`config.mk`:
```
export PLATFORM = sky130hd
export DESIGN_NAME = alu_uart_interface
export DESIGN_NICKNAME = d
export VERILOG_FILES = /design/src/rtl/alu_uart_interface.sv
export SDC_FILE = /design/constraint.sdc
export NUM_CORES = 1
export LEC_CHECK = 0
export ABC_AREA = 1
export BUFFER_PORTS_ARGS = -buffer_cell sky130_fd_sc_hd__buf_4
export CORE_MARGIN = 10
export CORE_UTILIZATION = 40
export DETAILED_ROUTE_END_ITERATION = 16
export PLACE_DENSITY_LB_ADDON = 0.05
export SYNTH_ARGS = -nofsm -noshare
export SYNTH_HDL_FRONTEND = slang
export SYNTH_SLANG_ARGS = --single-unit
```
`constraint.sdc`:
```
create_clock -name clk -period 3.4 [get_ports clk]
set_input_delay 0.68 -clock clk [delete_from_list [all_inputs] [get_ports clk]]
set_output_delay 0.68 -clock clk [all_outputs]
set_load 0.1 [all_outputs]
```
`src/rtl/alu_uart_interface.sv`:
```
`default_nettype none
// ============================================================================
//  Module      : alu_uart_interface
//  Description : Sequencer between a UART receiver/transmitter pair and a
//                combinational ALU. Gathers three received bytes (A, B, Op),
//                presents them to the ALU, captures the result and hands it
//                to the transmitter with a one-cycle start pulse. An
//                inter-byte timeout discards incomplete frames.
//  Revision    : 1.0 - initial release
// ============================================================================
module alu_uart_interface #(
   parameter int SIZE    = 8,
   parameter int TIMEOUT = 50000
) (
   input  logic            clk,
   input  logic            reset_n,
   input  logic            rx_done_tick,
   input  logic [SIZE-1:0] rx_data,
   input  logic [SIZE-1:0] alu_result,
   input  logic            tx_done_tick,
   output logic [SIZE-1:0] alu_a,
   output logic [SIZE-1:0] alu_b,
   output logic [5:0]      alu_op,
   output logic            tx_start,
   output logic [SIZE-1:0] tx_data,
   output logic            busy,
   output logic            timeout_tick,
   output logic            overrun_tick
);

   // Counter wide enough to hold TIMEOUT-1, the last idle count before expiry.
   localparam int CNT_W = (TIMEOUT > 2) ? $clog2(TIMEOUT) : 1;
   localparam logic [CNT_W-1:0] CNT_MAX  = CNT_W'(TIMEOUT - 1);
   localparam logic [CNT_W-1:0] CNT_ZERO = '0;
   localparam logic [CNT_W-1:0] CNT_ONE  = CNT_W'(1);

   typedef enum logic [2:0] {
      GET_A   = 3'd0,
      GET_B   = 3'd1,
      GET_OP  = 3'd2,
      EXEC    = 3'd3,
      SEND    = 3'd4,
      WAIT_TX = 3'd5
   } state_t;

   state_t           state;
   logic [CNT_W-1:0] cnt;

   // busy is decoded from the state register alone, never from an input.
   assign busy = (state != GET_A);

   // Frame sequencer: byte collection, inter-byte timeout, result hand-off.
   always_ff @(posedge clk or negedge reset_n) begin
      if (!reset_n) begin
         state        <= GET_A;
         cnt          <= CNT_ZERO;
         alu_a        <= '0;
         alu_b        <= '0;
         alu_op       <= '0;
         tx_data      <= '0;
         tx_start     <= 1'b0;
         timeout_tick <= 1'b0;
         overrun_tick <= 1'b0;
      end else begin
         // Pulse outputs default low so each one lasts a single cycle.
         tx_start     <= 1'b0;
         timeout_tick <= 1'b0;
         overrun_tick <= 1'b0;

         case (state)
            GET_A: begin
               // No timeout while idle waiting for the first byte.
               if (rx_done_tick) begin
                  alu_a <= rx_data;
                  cnt   <= CNT_ZERO;
                  state <= GET_B;
               end
            end

            GET_B: begin
               // A byte on the expiry cycle still wins over the timeout.
               if (rx_done_tick) begin
                  alu_b <= rx_data;
                  cnt   <= CNT_ZERO;
                  state <= GET_OP;
               end else if (cnt == CNT_MAX) begin
                  cnt          <= CNT_ZERO;
                  timeout_tick <= 1'b1;
                  state        <= GET_A;
               end else begin
                  cnt <= cnt + CNT_ONE;
               end
            end

            GET_OP: begin
               // Only the low six bits of the third byte form the opcode.
               if (rx_done_tick) begin
                  alu_op <= rx_data[5:0];
                  cnt    <= CNT_ZERO;
                  state  <= EXEC;
               end else if (cnt == CNT_MAX) begin
                  cnt          <= CNT_ZERO;
                  timeout_tick <= 1'b1;
                  state        <= GET_A;
               end else begin
                  cnt <= cnt + CNT_ONE;
               end
            end

            EXEC: begin
               // ALU inputs have been stable for a full cycle; capture result.
               // tx_start is raised here so it is high exactly while in SEND.
               tx_data  <= alu_result;
               tx_start <= 1'b1;
               state    <= SEND;
               if (rx_done_tick) begin
                  overrun_tick <= 1'b1;
               end
            end

            SEND: begin
               // tx_done_tick is meaningless before the transfer has begun.
               state <= WAIT_TX;
               if (rx_done_tick) begin
                  overrun_tick <= 1'b1;
               end
            end

            WAIT_TX: begin
               // tx_data holds until the transmitter reports completion.
               if (tx_done_tick) begin
                  state <= GET_A;
               end
               if (rx_done_tick) begin
                  overrun_tick <= 1'b1;
               end
            end

            default: begin
               state <= GET_A;
               cnt   <= CNT_ZERO;
            end
         endcase
      end
   end

endmodule
`default_nettype wire

```
After elaboration in Yosys (flattened, before gate mapping)
Cells that the tools add are included.
Word-level totals
  input port bits: 20
  flip-flop bits (word level): 52
  word-level logic and storage cells: 44
  output and inout port bits: 34
Cells by class
  add/sub/neg operators: 1
  mux-type cells: 16
  reductions and logical operators: 9
  eq/ne operators: 8
  bitwise logic cells: 1
Operator list (count)
  two-way mux 16 bit: 3
  case mux 16 bit (3 select lines): 1
  case mux 3 bit (6 select lines): 1
  adder 16 x 1 -> 16 bit, second input constant: 1
  equality test 16 bit, second input constant: 1
  two-way mux 3 bit: 5
  AND reduction 2 bit: 5
  equality test 3 x 2 -> 1 bit, second input constant: 2
  equality test 3 bit, second input constant: 2
  two-way mux 1 bit: 6
  inequality test 2 bit, second input constant: 2
  equality test 3 x 1 -> 1 bit, second input constant: 1
  logical NOT 3 bit: 1
  nonzero test 3 bit: 1
  OR reduction 3 bit: 1
  OR reduction 2 bit: 1
  NOT 1 bit: 1

Longest topological paths before layout
  depth in word-level cells: 4
  depth in mapped cells: 10
  depth with buffers taken out: 10

Least setup slack after synthesis
No wires, ideal clock.
  path kind: register to output
  from: register state[0]
  to: output port busy
  path slack: 1.583 ns
  stages on the path, launching flop included: 3
  buffers on the path: 0
  arrival time: 1.137 ns
  path through: dfrtp_1 nor2_2 nand2_1
On the way
  word-level cells in the longest chain between the ends: 1
Ends and longest elaborated chain
  start: declaration: RTL line 46  | state_t state;
  start signal: assignment: RTL line 55  | state <= GET_A;
  start signal: assignment: RTL line 76  | state <= GET_B;
  start signal: assignment: RTL line 85  | state <= GET_OP;
  nonzero test 3 bit: RTL line 50  | assign busy = (state != GET_A);
  end: declaration: RTL line 26  | output logic busy,
Every way passes these cells.

Final worst setup path
Ends and elaborated chain as after synthesis.

==> impl_metrics.csv <==
group,metric,value,unit
outcome,status,"complete, no violations",
yosys,synth_top_area_frac,0.521,
clock_tree,post_cts_buffers,0,
clock_tree,ctsResizeCount,0,
timing,hold_violations,0,
final_layout,fin_nets,384,
setup_path,arrival,1.29,ns
yosys,synthSimpleGateAreaFrac,0.312,
routing,ant_nets,0,
timing,setup_viol,0,
yosys,synth_mux_area_frac,0,
global_routing,grt_usage,0.127,
die,die_x,99.1,um
place,dp_hpwl,4.60,mm
setup_path,timing.rr.end,"cnt[8]",
final_layout,drive_gt1_frac,0.231,
die,dieHeight,99.1,um
yosys,synth_area_leaders,"dfrtp_1 (52%), nand2_1 (15%), o21ai_0 (5.6%), inv_1 (5.1%), nand4_1 (3.5%)",
setup_path,worstSetupStartpointType,"flop",
clock_tree,clock-root-buffer,"clkbuf_8",
setup_path,cp.required,2.72,ns
global_routing,grt_max_degree,53,
clock_tree,cts_tree,"built",
run,max_cap_viol_count,0,
routing,wl_met2,2.85,mm
timing,max_freq,507,MHz
clock_tree,htreeDepth,2,
final_layout,area_growth,22.3,%
routing,dr_wl_met3,512,um
routing,viasPerCell,4.76,
timing,period_share,0.580,
global_routing,grt_pass1_wl,10.4,mm
die,io-pin-count,54,
routing,maxUsedRoutingLayer,"met4",
yosys,synth_edf_count,0,
worst_hold_path,hold_class,"primary input to async pin",
setup_path,critPathKind,"flop to output port",
yosys,async_flop_share,1.00,
yosys,synthesis.nets,329,
timing,period_needed,1.97,ns
place,placedCellCount,431,
global_routing,overflow,0,
setup_path,rr_startpoint,"cnt[0]",
die,coreArea,0.00599,sq mm
routing,num_vias,2091,
yosys,yosysWarnings,0,
yosys,synth_largest_area_cell,"dfrtp_1",
final_layout,final_cells,439,
routing,wire_per_inst,13.7,um
yosys,netlist_top_cells_count,"nand2_1 (100), dfrtp_1 (52), inv_1 (34)",
yosys,ys_seq_area_frac,0.521,
place,gp_congestion,0.869,
setup_path,rr_worst_depth,8,
yosys,synth_top_family_by_area,"simple AND/OR/NAND/NOR gates",
global_routing,grt_pass1_vias,2182,
routing,firstDrtPassIters,4,
global_routing,antenna_found_initial,0,
yosys,synthFlopType,"dfrtp_1",
setup_path,r2r_slack,1.74,ns
yosys,ys_ff_latch,52,
timing,drv_slew,0,
timing,worst_pin_slew,0.638,ns
timing,grt_setup_unrepaired,"false",
yosys,synth_cell_types,26,
place,port_buffers,53,
clock_tree,clock_sinks,52,
yosys,netlist_area,0.00250,sq mm
clock_tree,clock_latency,0.31,ns
yosys,synth.most_common_cell,"nand2_1",
clock_tree,max-clock-path-buffers,2,
routing,drc,0,
setup_path,cp_max_fo,5,
yosys,syn_avg_cell_area,8.12,sq um
setup_path,end_kind,"output port",
timing,tns,0,ns
final_layout,final_util,0.510,
routing,wirelength,6.02,mm
yosys,synthXorXnorAreaFrac,0.00350,
die,rows,28,
clock_tree,cts_buffers,5,
die,fp.dieArea,0.00981,sq mm
yosys,netlist_instances,308,
timing,slew_headroom,0.575,
yosys,synth-compound-area-share,0.0871,
routing,drt-met1-wl,2.55,mm
routing,drtIter0Drc,59,
clock_tree,clk_pin_slew,0.09,ns
final_layout,antenna_cells,0,
die,start_util,0.417,
yosys,synthAdderAreaFrac,0.00501,
timing,skew,0.00946,ns
clock_tree,postCtsHoldBufs,0,
layer usage:
metal,vias to the layer above,track usage
met5,-,0
met4,0,0.0430
met3,9,0.0559
met2,50,0.206
met1,940,0.145
li1,1092,-
flip-flops by register name, summed over array words and instances (netlist names):
signal        cells
timeout_tick      1
state             3
overrun_tick      1
alu_a             8
alu_op            6
tx_start          1
tx_data           8
cnt              16
alu_b             8
cells by family after synthesis:
group                      after synthesis
adders and majority gates                1
DFF                                     52
AOI/OAI and AO/OA                       38
buffers and inverters                   44
and+or+nand+nor                        172
xor gates and xnor gates                 1
placed cells by master (no fill, tap or decap), types with 2 or more instances in the layout:
cell,netlist,routed
nand3_1,17,17
inv_1,34,34
dfrtp_1,52,52
nand3_2,2,2
nor2_2,5,5
clkbuf_8,0,6
a21oi_1,2,2
nand3b_1,2,2
inv_2,4,4
buf_4,0,53
nand4_1,14,14
o21ai_0,28,28
nor3_1,5,5
a21oi_2,6,6
nor2_4,2,2
nor2_1,21,21
nand2_1,100,100
nand2_4,2,2
per-stage QoR:
step	hold slack [ns]	setup slack [ns]	area, sq um
2_1_floorplan	0.384	1.58	2500
3_3_place_gp	0.458	1.65	2960
3_5_place_dp	0.460	1.62	2960
4_1_cts	0.419	1.41	3060
5_1_grt	0.424	1.33	3060
6_report	0.383	1.43	3060
worst max-delay path by stage:
stage | endpoint | start | cells after the start | slack [ns]
after detailed placement | cnt[9] | rx_done_tick | 8 | 1.62
after floorplan | busy | state[0] | 2 | 1.58
after global routing | busy | state[0] | 3 | 1.33
after CTS | busy | state[0] | 3 | 1.41
final | busy | state[0] | 3 | 1.43
after global placement | cnt[9] | rx_done_tick | 8 | 1.65
cell type report:
cell class,instances,area [sq um]
clock buffers,7,86.3
clock inverters,1,7.51
multi-input cells,212,1020
repair buffers,53,398
well taps,75,93.8
fillers,582,2930
inverters,39,151
flip-flops and latches,52,1300
worst max-delay path: stages, from the launching register on:
cell	delay (ns)
dfrtp_1	0.44
nor2_2	0.22
nand2_1	0.09
buf_4	0.24
Power is not shown: default switching activity piles up to over one toggle a cycle in this logic, so the estimate is an artifact.
